**src/rtl/nav_pkg.sv**
```systemverilog
// Shared types and constants for the navigation controller.
package nav_pkg;

  localparam int SPD_W = 11;

  localparam logic [SPD_W-1:0] INC_FAST = 11'h020;
  localparam logic [SPD_W-1:0] INC_SLOW = 11'h010;

  // IDLE is encoded as zero so a cleared state register reads as idle.
  typedef enum logic [2:0] {
    IDLE     = 3'd0,
    HDNG     = 3'd1,
    RAMP_UP  = 3'd2,
    DEC_NORM = 3'd3,
    DEC_FAST = 3'd4
  } nav_state_t;

endpackage

```
**src/rtl/opn_edge_det.sv**
```systemverilog
// Rising-edge detector for one side wall-opening sensor.
// The history flop resets to 1, so an opening that is already present at
// reset is treated as old news and does not produce a pulse.
module opn_edge_det (
  input  logic clk,
  input  logic rst,
  input  logic i_opn,
  output logic o_rise
);

  logic r_prev;

  // Sample the sensor every cycle so the pulse lasts exactly one cycle.
  always_ff @(posedge clk) begin
    if (rst) r_prev <= 1'b1;
    else     r_prev <= i_opn;
  end

  assign o_rise = i_opn & ~r_prev;

endmodule

```
**src/rtl/nav_ctrl.sv**
```systemverilog
// Navigation controller: turns to a heading, or ramps forward speed up,
// then decelerates when a wall opening or a blocked front is seen.
//
// Handshake: strt_hdng / strt_mv are single-cycle requests honoured only in
// IDLE (strt_hdng wins a tie); the only acknowledge is a one-cycle mv_cmplt
// pulse the cycle after the move or turn finishes. A reset-aborted move
// never completes.
//
// dbg_state exposes the FSM state register for checkers.
module nav_ctrl
  import nav_pkg::*;
#(
  parameter int               FAST_SIM  = 1,
  parameter logic [SPD_W-1:0] MIN_FRWRD = 11'h0D0,
  parameter logic [SPD_W-1:0] MAX_FRWRD = 11'h2A0
) (
  input  logic             clk,
  input  logic             rst,
  input  logic             strt_hdng,
  input  logic             strt_mv,
  input  logic             stp_lft,
  input  logic             stp_rght,
  input  logic             hdng_rdy,
  input  logic             at_hdng,
  input  logic             lft_opn,
  input  logic             rght_opn,
  input  logic             frwrd_opn,
  output logic             mv_cmplt,
  output logic             moving,
  output logic             en_fusion,
  output logic [SPD_W-1:0] frwrd_spd,
  output logic [2:0]       dbg_state
);

  localparam logic [SPD_W-1:0] INC      = (FAST_SIM != 0) ? INC_FAST : INC_SLOW;
  localparam logic [SPD_W-1:0] STEP_NRM = INC << 1;
  localparam logic [SPD_W-1:0] STEP_FST = INC << 2;

  nav_state_t       r_state;
  logic [SPD_W-1:0] r_spd;
  logic             r_mv_cmplt;

  logic             w_lft_rise;
  logic             w_rght_rise;
  logic             w_side_stop;
  logic [SPD_W:0]   w_ramp_sum;
  logic [SPD_W-1:0] w_ramp_nxt;

  opn_edge_det u_lft_edge (
    .clk    (clk),
    .rst    (rst),
    .i_opn  (lft_opn),
    .o_rise (w_lft_rise)
  );

  opn_edge_det u_rght_edge (
    .clk    (clk),
    .rst    (rst),
    .i_opn  (rght_opn),
    .o_rise (w_rght_rise)
  );

  assign w_side_stop = (w_lft_rise & stp_lft) | (w_rght_rise & stp_rght);

  // One extra bit on the sum so saturation is decided before any wrap.
  assign w_ramp_sum = {1'b0, r_spd} + {1'b0, INC};
  assign w_ramp_nxt = (w_ramp_sum >= {1'b0, MAX_FRWRD}) ? MAX_FRWRD : w_ramp_sum[SPD_W-1:0];

  // Main FSM: state, speed register and the registered completion pulse.
  always_ff @(posedge clk) begin
    if (rst) begin
      r_state    <= IDLE;
      r_spd      <= '0;
      r_mv_cmplt <= 1'b0;
    end else begin
      r_mv_cmplt <= 1'b0;
      unique case (r_state)
        IDLE: begin
          if (strt_hdng) begin
            r_state <= HDNG;
            r_spd   <= '0;
          end else if (strt_mv) begin
            r_state <= RAMP_UP;
            r_spd   <= MIN_FRWRD;
          end
        end
        HDNG: begin
          r_spd <= '0;
          if (at_hdng) begin
            r_state    <= IDLE;
            r_mv_cmplt <= 1'b1;
          end
        end
        RAMP_UP: begin
          if (!frwrd_opn) begin
            r_state <= DEC_FAST;
          end else if (w_side_stop) begin
            r_state <= DEC_NORM;
          end else if (hdng_rdy) begin
            r_spd <= w_ramp_nxt;
          end
        end
        DEC_NORM: begin
          if (!frwrd_opn) begin
            r_state <= DEC_FAST;
          end else if (hdng_rdy) begin
            if (r_spd <= STEP_NRM) begin
              r_spd      <= '0;
              r_state    <= IDLE;
              r_mv_cmplt <= 1'b1;
            end else begin
              r_spd <= r_spd - STEP_NRM;
            end
          end
        end
        DEC_FAST: begin
          if (hdng_rdy) begin
            if (r_spd <= STEP_FST) begin
              r_spd      <= '0;
              r_state    <= IDLE;
              r_mv_cmplt <= 1'b1;
            end else begin
              r_spd <= r_spd - STEP_FST;
            end
          end
        end
        default: begin
          r_state <= IDLE;
          r_spd   <= '0;
        end
      endcase
    end
  end

  assign mv_cmplt  = r_mv_cmplt;
  assign moving    = (r_state != IDLE);
  assign en_fusion = (r_spd > (MAX_FRWRD >> 1));
  assign frwrd_spd = r_spd;
  assign dbg_state = r_state;

endmodule

```
**config.mk**
```make
export PLATFORM = sky130hd
export DESIGN_NAME = nav_ctrl
export DESIGN_NICKNAME = d
export VERILOG_FILES = /design/src/rtl/nav_pkg.sv /design/src/rtl/opn_edge_det.sv /design/src/rtl/nav_ctrl.sv
export SDC_FILE = /design/constraint.sdc
export NUM_CORES = 1
export LEC_CHECK = 0
export CELL_PAD_IN_SITES_DETAIL_PLACEMENT = 0
export CELL_PAD_IN_SITES_GLOBAL_PLACEMENT = 2
export CORE_MARGIN = 2
export CORE_UTILIZATION = 29
export CTS_BUF_LIST = sky130_fd_sc_hd__clkbuf_4
export DETAILED_ROUTE_END_ITERATION = 8
export PLACE_DENSITY = 0.8
export SLEW_MARGIN = 30
export SYNTH_ARGS = -nofsm -noshare
export SYNTH_HDL_FRONTEND = slang
export SYNTH_SLANG_ARGS = --single-unit
```
**constraint.sdc**
```tcl
create_clock -name clk -period 3 [get_ports clk]
set_clock_uncertainty 0.1 [all_clocks]
set_input_delay 0.9 -clock clk [delete_from_list [all_inputs] [get_ports clk]]
set_output_delay 0.9 -clock clk [all_outputs]
set_load 0.01 [all_outputs]
```
# After elaboration in Yosys (flattened, before gate mapping)
# Index checks and enable logic that the tools add are counted.
[op_classes] add_sub_neg=3 n_lt_le_gt_ge=4 eq_ne=16 mux=30 n_bitwise=7 reduce_logical=4
[op_table] operator="11-bit 2-to-1 mux" count=11
[op_table] operator="11-bit case mux with 4 select lines" count=1
[op_table] operator="3-bit 2-to-1 mux" count=10
[op_table] operator="2-bit != test (second input constant)" count=8
[op_table] operator="3-bit case mux with 5 select lines" count=1
[op_table] operator="7-bit AND reduction" count=2
[op_table] operator="11-bit by 6-bit adder with 12-bit output (second input constant)" count=1
[op_table] operator="12-bit by 10-bit greater-or-equal comparator with 1-bit output (second input constant)" count=1
[op_table] operator="3-bit != test (second input constant)" count=4
[op_table] operator="11-bit by 9-bit > comparator with 1-bit output (second input constant)" count=1
[op_table] operator="11-bit by 7-bit <= comparator with 1-bit output (second input constant)" count=1
[op_table] operator="11-bit by 8-bit <= comparator with 1-bit output (second input constant)" count=1
[op_table] operator="11-bit by 7-bit subtractor with 11-bit output (second input constant)" count=1
[op_table] operator="11-bit by 8-bit subtractor with 11-bit output (second input constant)" count=1
[op_table] operator="3-bit by 2-bit == test with 1-bit output (second input constant)" count=2
[op_table] operator="1-bit 2-to-1 mux" count=6
[op_table] operator="1-bit AND" count=4
[op_table] operator="3-bit by 1-bit == test with 1-bit output (second input constant)" count=1
[op_table] operator="3-bit == test (second input constant)" count=1
[op_table] operator="3-bit zero test" count=1
[op_table] operator="1-bit case mux with 3 select lines" count=1
[op_table] operator="3-bit nonzero test" count=1
[op_table] operator="1-bit NOT" count=2
[op_table] operator="1-bit bitwise OR" count=1
[word_totals] regBits=17 inputBits=11 word_cells=69

# Logic depth before layout (Yosys ltp)
# Gate-level depths: netlist of run 1.
[depth] depth_word=7 depth_mapped=9 mapped_depth_nobuf=8

# Hierarchy
# A second synthesis of run 1 with hierarchy kept.
[hier_totals] cells_unflattened=154 area_unflattened_um2=1221.2
[modules_own_cells] mod="nav_ctrl" instances=1 cells_each=148 area_per_inst_um2=1156.1 seq_area_each_um2=220.2
[modules_own_cells] mod="opn_edge_det" instances=2 cells_each=3 area_per_inst_um2=32.5 seq_area_each_um2=20.0

# Worst setup path after synthesis of run 1
# Ideal clock, no wire load.
[synth_path] kind="register to output" from="register r_spd[5] (netlist: frwrd_spd[5])" to="output port en_fusion" arrival_ps=1364 t_required_ps=2000 path_slack_ps=636 path_stages_with_launch=7 cell_sequence="dfxtp_1 -> clkbuf_1 -> inv_1 -> ha_1 -> a21o_1 -> a21oi_1 -> o21ai_0"
[synth_between] elab_chain_cells=1
[synth_rtl] item="start, declared" line_no="nav_ctrl.sv:40" text="logic [SPD_W-1:0] r_spd;"
[synth_rtl] item="start signal, assigned" line_no="nav_ctrl.sv:100" text="r_spd <= w_ramp_nxt;"
[synth_rtl] item="start signal, assigned" line_no="nav_ctrl.sv:112" text="r_spd <= r_spd - STEP_NRM;"
[synth_rtl] item="start signal, assigned" line_no="nav_ctrl.sv:123" text="r_spd <= r_spd - STEP_FST;"
[synth_rtl] item="11-bit by 9-bit > comparator with 1-bit output" line_no="nav_ctrl.sv:137" text="assign en_fusion = (r_spd > (MAX_FRWRD >> 1));"
[synth_rtl] item="end, declared" line_no="nav_ctrl.sv:30" text="output logic en_fusion,"
# No other way between the ends.

# Final worst setup path of run 1
# Ends and elaborated chain as after synthesis.

==> flow_metrics.py, run 1 <==
metrics = {
    "cts": {
        "path_clk_slew_ns": 0.08,
        "postCtsSetupRepairBufs": 0,
        "hold_buffers": 0,
        "clock_latency_ns": 0.28,
        "h-tree-depth": 1,
        "cts_root_buf": "clkbuf_4",
        "numCtsBuffers": 3,
        "cts_max_path_buffers": 2,
        "cts_sinks": 13,
        "cts_tree": "built",
    },
    "place": {
        "place.gp.congestion": 0.798,
        "io_buffer_count": 23,
        "pre_cts_ws_ns": 0.145,
        "dp.cells": 231,
        "hpwl_um": 2770,
    },
    "synthesis": {
        "synth_edf_count": 0,
        "async_reset_ff_share_pct": 0,
        "synthFlopType": "dfxtp_1",
        "synth-compound-area-share_pct": 29.5,
        "synthMuxAreaShare_pct": 0,
        "synthXorXnorAreaFrac_pct": 1.41,
        "ys_ff_latch": 13,
        "synth_fa_ha_area_share_pct": 11.1,
        "synth_top_family_by_area": "simple AND/OR/NAND/NOR gates",
        "syn-cell-area_um2": 1240,
        "synthTopCellsByArea": "dfxtp_1, ha_1, nand2_1, a21oi_1, nor2_1",
        "synth_cell_types": 57,
        "yosys.area.top_type": "dfxtp_1",
        "synth_top_area_share_pct": 21.0,
        "yosys_warnings": 0,
        "synth_area_per_cell_um2": 7.89,
        "synthCells": 157,
        "yosys.area_share.simple_pct": 30.1,
        "seq_area_frac_synth_pct": 21.0,
    },
    "sta": {
        "finalSetupViolations": 0,
        "fin_ws_ns": 0.385,
        "timing.fmax_ghz": 0.382,
        "rsz0062_at_grt": "no",
        "period_share_pct": 87.2,
        "fin_crit_ns": 2.62,
        "hold_ws_ns": 0.504,
        "drv_slew": 0,
        "hold_violations": 0,
        "tns_ns": 0,
    },
    "pwr": {
        "vdd.ir_drop.worst_v": 0.000217,
        "finalPower_mw": 0.824,
        "power_leakage_nw": 0.626,
        "power_density_nw_per_um2": 521,
    },
    "drt": {
        "wl_per_cell_um": 15.1,
        "dr.pass1.iters": 4,
        "postRouteAntennaNets": 0,
        "via_count": 1265,
        "wirelength_um": 3540,
        "drtIter0Drc": 48,
        "viasPerCell": 5.38,
        "drc_errors": 0,
    },
    "finish": {
        "synthToLayoutAreaGrowth_pct": 27.7,
        "n_fill_cell": 430,
        "final_cell_mix": "clkdlybuf4s50_1, nand2_1, nor2_1",
        "finalNonFillerCells": 235,
        "drive_gt1_share_pct": 11.4,
        "register_area_um2": 265,
        "final_common_cell": "clkdlybuf4s50_1",
        "diodes": 0,
        "fin_nets": 208,
        "multi_input_area_um2": 908,
    },
    "floorplan": {
        "pin_count": 28,
        "rows": 23,
        "die_w_um": 69.4,
        "start_util_pct": 30.5,
        "dieArea_um2": 4810,
        "die_h_um": 69.4,
        "core_um2": 4060,
    },
    "worst_setup_path": {
        "cp_top_family": "compound AO/OA/AOI/OAI gates",
        "critPathRequiredTime_ns": 2.00,
        "slowest_delay_ns": 0.41,
        "rrSetupSlack_ns": 0.52,
        "r2r_start": "frwrd_spd[8]",
        "critPathArrivalTime_ns": 1.62,
        "worstPathMaxFanout": 10,
        "end_kind": "primary output",
        "startpoint_type": "flip-flop",
        "slowest_stage": "dfxtp_4",
        "critical_path_class": "reg2out",
        "r2r-end": "frwrd_spd[4]",
        "rr_worst_depth": 8,
        "critPathBufInv": 2,
        "cp_cell_sequence": "inv_1 > ha_1 > a21o_1 > a21oi_1 > o21ai_0 > dlymetal6s2s_1",
    },
    "global_route": {
        "grt_max_degree": 15,
        "grt.overflow.total": 0,
        "track_usage_pct": 15.0,
        "grt_pass1_wl_um": 5850,
        "grt_pass1_vias": 1221,
        "antenna_found_initial": 0,
    },
    "worst_hold_path": {
        "hp-start": "frwrd_spd[5]",
        "min_path_type": "reg2reg",
        "hold_end": "frwrd_spd[5]",
        "holdPathStages": 2,
    },
    "outcome": {
        "status": "complete, no violations",
    },
    "flow_run": {
        "cap_violations": 0,
    },
}
-- how the worst max path moves through the flow --
| stage | cells after the start | slack (ns) | from | to |
|---|---|---|---|---|
| 2_1_floorplan | 6 | 0.64 | frwrd_spd[5] | en_fusion |
| 4_1_cts | 6 | 0.03 | frwrd_spd[5] | en_fusion |
| 6_report | 6 | 0.38 | frwrd_spd[5] | en_fusion |
| 3_3_place_gp | 6 | 0.14 | frwrd_spd[5] | en_fusion |
| 5_1_grt | 6 | 0.27 | frwrd_spd[5] | en_fusion |
| 3_5_place_dp | 6 | 0.15 | frwrd_spd[5] | en_fusion |
-- report_power, final --
part | internal (mW) | switching, mW | leakage (nW) | total, mW
clock network | 0.0605 | 0.0609 | 0.0184 | 0.121
logic | 0.214 | 0.244 | 0.500 | 0.458
registers | 0.199 | 0.0461 | 0.108 | 0.245
-- per-stage QoR --
stage	area, um^2	utilization [%]
final	1580	39.0
after global routing	1580	39.0
after CTS	1580	38.9
after detailed placement	1540	38.1
after global placement	1540	38.1
after floorplan	1250	-
-- sequential cells by signal, indices dropped and copies added (netlist names) --
name and cells:
dbg_state 3, frwrd_spd 7, mv_cmplt 1, u_lft_edge.r_prev 1
u_rght_edge.r_prev 1
-- per-layer routing --
metal,track usage (%),share of wire (%),up-vias
li1,-,-,636
met1,19.4,47,593
met2,26.2,48,34
met3,2.18,3.7,2
met4,3.92,0.54,0
met5,0,0,-
-- cells in the mapped netlist, types with 3 or more instances --
cell type  count
inv_1          8
clkbuf_1       3
nor2_1        13
o21ai_0        5
nand2_1       15
o211ai_1       3
nand3_1        4
nand2b_1       4
buf_4          4
o21ai_1        4
a21oi_1       11
o31ai_1        3
ha_1          11
dfxtp_1       13
-- area by class of cell --
cell class                      instances  share of cell area, %
Timing Repair Buffer                   30                   18.0
Inverter                                8                   1.90
Sequential cell                        13                   16.8
Multi-Input combinational cell        130                   57.4
Tap cell                               50                   3.96
Clock buffer                            4                   1.90
-- worst reg2reg max path: cells and delay by family, from the launching register on --
family	cells	cell delay [ns]
compound gates	4	0.77
flops	1	0.58
simple gates	2	0.45
fa+ha+maj	1	0.32
buf+inv	1	0.18
-- logic make-up after synthesis --
family | Yosys count
AND/OR/NAND/NOR | 63
AO/OA/AOI/OAI | 50
buffers and inverters | 17
flip-flops | 13
adder cells (fa/ha/maj) | 11
XOR/XNOR | 2
other | 1
-- repair_timing --
item                                    CTS  global route
hold endpoints to repair                  0             0
gates resized for setup                   3             1
endpoints found under the setup margin    1             1
Power figures use the tool's default switching activity.
==> run 2, diff against run 1 <==
- MAX_ROUTING_LAYER: default -> met4
==> flow_metrics.py, run 2 (synthesis results as in run 1) <==
metrics = {
    "sta": {
        "tns_ns": 0,
        "fin_ws_ns": 0.385,
        "drv_slew": 0,
        "timing.fmax_ghz": 0.382,
        "fin_crit_ns": 2.61,
        "hold_ws_ns": 0.503,
        "rsz0062_at_grt": "no",
        "hold_violations": 0,
        "finalSetupViolations": 0,
        "period_share_pct": 87.2,
    },
    "cts": {
        "cts_tree": "built",
        "cts_root_buf": "clkbuf_4",
        "path_clk_slew_ns": 0.08,
        "hold_buffers": 0,
        "numCtsBuffers": 3,
        "cts_max_path_buffers": 2,
        "clock_latency_ns": 0.28,
        "h-tree-depth": 1,
        "cts_sinks": 13,
    },
    "place": {
        "pre_cts_ws_ns": 0.145,
        "dp.cells": 231,
        "dpl_cell_area_um2": 1540,
        "hpwl_um": 2770,
        "place.gp.congestion": 0.809,
        "io_buffer_count": 23,
    },
    "finish": {
        "fin_nets": 208,
        "final_cell_mix": "clkdlybuf4s50_1, nand2_1, nor2_1",
        "drive_gt1_share_pct": 11.4,
        "final_common_cell": "clkdlybuf4s50_1",
        "largest_register_ffs": 7,
        "finalNonFillerCells": 235,
        "fin_area_um2": 1580,
        "diodes": 0,
        "synthToLayoutAreaGrowth_pct": 27.7,
        "finish.utilization_pct": 39.0,
        "n_fill_cell": 430,
    },
    "worst_setup_path": {
        "end_kind": "primary output",
        "critical_path_class": "reg2out",
        "worstPathMaxFanout": 10,
        "critPathArrivalTime_ns": 1.61,
        "critPathRequiredTime_ns": 2.00,
        "startpoint_type": "flip-flop",
    },
    "floorplan": {
        "pin_count": 28,
        "dieArea_um2": 4810,
        "die_h_um": 69.4,
        "die_w_um": 69.4,
        "rows": 23,
        "core_um2": 4060,
        "start_util_pct": 30.5,
    },
    "drt": {
        "dr.pass1.iters": 4,
        "wirelength_um": 3530,
        "drtIter0Drc": 35,
        "via_count": 1262,
        "postRouteAntennaNets": 0,
        "drc_errors": 0,
        "viasPerCell": 5.37,
        "wl_per_cell_um": 15.0,
    },
    "outcome": {
        "status": "complete, no violations",
    },
    "global_route": {
        "grt_max_degree": 15,
        "track_usage_pct": 15.4,
        "grt.overflow.total": 0,
        "grt_pass1_wl_um": 5850,
        "antenna_found_initial": 0,
        "grt_pass1_vias": 1222,
    },
    "worst_hold_path": {
        "min_path_type": "reg2reg",
    },
    "pwr": {
        "power_leakage_nw": 0.626,
        "power_density_nw_per_um2": 521,
        "finalPower_mw": 0.825,
        "vdd.ir_drop.worst_v": 0.000217,
    },
    "flow_run": {
        "cap_violations": 0,
    },
}
run 2: layer usage:
layer	up-vias	wire, um	GRT usage [%]
li1	637	-	-
met1	593	1690	19.5
met2	30	1720	26.2
met3	2	106	1.89
met4	0	19	3.92
met5	-	0	-
run 2: layout make-up:
cell class / instances / area, um^2 / area share, %
multi-input combinational: 130 / 908 / 57.4
timing repair buffer: 30 / 285 / 18.0
sequential: 13 / 265 / 16.8
tap: 50 / 62.6 / 3.96
clock buffer: 4 / 30.0 / 1.90
inverter: 8 / 30.0 / 1.90
run 2: repair_timing:
action	4_1_cts	5_1_grt
resized for setup	3	1
setup endpoints to repair	1	1
buffers inserted	0	0
run 2: final timing paths:
check | start | end | slack (ns) | depth (start not counted)
min | frwrd_spd[5] | frwrd_spd[5] | 0.50 | 2
max | frwrd_spd[5] | en_fusion | 0.39 | 6
max reg2reg | frwrd_spd[8] | frwrd_spd[4] | 0.52 | 8
min reg2reg | frwrd_spd[5] | frwrd_spd[5] | 0.50 | 2
run 2: worst max-delay path: stages, from the launching register on:
cell	delay, ns
dfxtp_4	0.41
inv_1	0.12
ha_1	0.21
a21o_1	0.18
a21oi_1	0.14
o21ai_0	0.10
dlymetal6s2s_1	0.19
run 2: power breakdown:
group          total, mW  switching, mW  leakage (nW)  internal [mW]
clock              0.122         0.0610        0.0184         0.0605
combinational      0.458          0.244         0.500          0.214
sequential         0.245         0.0461         0.108          0.199
total              0.825          0.351         0.626          0.473
==> run 3, diff against run 2 <==
- CORE_MARGIN: 2 -> 1
==> flow_metrics.py, run 3 (synthesis results as in run 1) <==
metrics = {
    "outcome": {
        "status": "complete, no violations",
    },
    "worst_setup_path": {
        "critPathArrivalTime_ns": 1.59,
        "worstPathMaxFanout": 8,
        "critPathRequiredTime_ns": 2.00,
        "rr_worst_depth": 8,
        "startpoint_type": "flip-flop",
        "critical_path_class": "reg2out",
        "end_kind": "primary output",
    },
    "pwr": {
        "power_leakage_nw": 0.626,
        "vdd.ir_drop.worst_v": 0.000239,
        "power_density_nw_per_um2": 518,
    },
    "drt": {
        "wl_per_cell_um": 14.6,
        "drtIter0Drc": 91,
        "drc_errors": 0,
        "via_count": 1254,
        "dr.pass1.iters": 4,
        "postRouteAntennaNets": 0,
        "wirelength_um": 3420,
        "viasPerCell": 5.34,
    },
    "global_route": {
        "grt_pass1_vias": 1237,
        "grt.overflow.total": 0,
        "grt_max_degree": 15,
        "track_usage_pct": 17.3,
        "grt_pass1_wl_um": 5720,
        "antenna_found_initial": 0,
    },
    "place": {
        "hpwl_um": 2690,
        "place.gp.congestion": 0.869,
        "io_buffer_count": 23,
    },
    "finish": {
        "final_cell_mix": "clkdlybuf4s50_1, nand2_1, nor2_1",
        "largest_register_ffs": 7,
        "register_area_um2": 265,
        "diodes": 0,
        "multi_input_area_um2": 908,
        "final_common_cell": "clkdlybuf4s50_1",
        "fin_nets": 208,
        "drive_gt1_share_pct": 11.4,
        "synthToLayoutAreaGrowth_pct": 27.7,
        "n_fill_cell": 423,
    },
    "sta": {
        "hold_ws_ns": 0.505,
        "tns_ns": 0,
        "hold_violations": 0,
        "rsz0062_at_grt": "no",
        "timing.fmax_ghz": 0.386,
        "fin_crit_ns": 2.59,
        "finalSetupViolations": 0,
        "drv_slew": 0,
        "period_share_pct": 86.2,
    },
    "cts": {
        "cts_tree": "built",
        "cts_sinks": 13,
        "cts_max_path_buffers": 2,
        "h-tree-depth": 1,
        "clock_latency_ns": 0.28,
        "path_clk_slew_ns": 0.08,
        "cts_root_buf": "clkbuf_4",
        "hold_buffers": 0,
        "numCtsBuffers": 3,
    },
    "floorplan": {
        "core_um2": 4060,
        "die_h_um": 67.4,
        "start_util_pct": 30.5,
        "rows": 23,
        "pin_count": 28,
        "dieArea_um2": 4540,
        "die_w_um": 67.4,
    },
    "worst_hold_path": {
        "holdPathStages": 2,
        "min_path_type": "reg2reg",
    },
    "flow_run": {
        "cap_violations": 0,
    },
}
==> run 3: cell counts in the layout (fill, tap and decap cells not counted) <==
Identical to the previous run, type by type.
==> run 3: path summary, 6_finish.rpt <==
path	end	startpoint	slack (ns)
worst min register to register	frwrd_spd[5]	frwrd_spd[5]	0.50
worst max-delay path	moving	dbg_state[1]	0.41
worst min-delay path	frwrd_spd[5]	frwrd_spd[5]	0.50
worst max register to register	frwrd_spd[4]	frwrd_spd[8]	0.57
==> run 3: what timing repair did <==
| action | in CTS | in global routing |
|---|---|---|
| resized for setup | 2 | 2 |
| setup endpoints to repair | 1 | 1 |
| buffers inserted | 0 | 0 |
| gates cloned | 0 | 0 |
==> run 3: report_power, final <==
part	switching, mW	total [mW]	internal, mW
clock	0.0620	0.123	0.0605
combinational	0.240	0.453	0.213
sequential	0.0454	0.244	0.199
==> run 3: layout make-up <==
cell class | count | area share (%)
Clock buffer | 4 | 1.90
Inverter | 8 | 1.90
Multi-Input combinational cell | 130 | 57.4
Sequential cell | 13 | 16.8
Tap cell | 50 | 3.96
Timing Repair Buffer | 30 | 18.0
==> run 3: metal layers <==
metal | up-vias | track usage (%) | share of wire [%]
li1 | 631 | - | -
met1 | 590 | 21.0 | 47
met2 | 31 | 30.1 | 49
met3 | 2 | 2.03 | 3.6
met4 | 0 | 4.26 | 0.64
met5 | - | - | 0
==> run 3: worst max-delay path, stage by stage (launching register included) <==
cell,delay [ns]
dfxtp_1,0.39
or3_1,0.43
clkdlybuf4s50_1,0.49
==> run 3: per-stage QoR <==
| stage | util [%] | cell area, um^2 | worst slack, ns | instances | power (mW) |
|---|---|---|---|---|---|
| finish | 39.0 | 1580 | 0.413 | 235 | 0.820 |
| global route | 39.0 | 1580 | 0.274 | 235 | 0.888 |
| CTS | 38.9 | 1580 | 0.0107 | 235 | 0.825 |
| global placement | 38.1 | 1540 | 0.144 | 231 | 0.697 |
| detailed placement | 38.1 | 1540 | 0.166 | 231 | 0.699 |
| floorplan | - | 1250 | 0.636 | 160 | 0.532 |
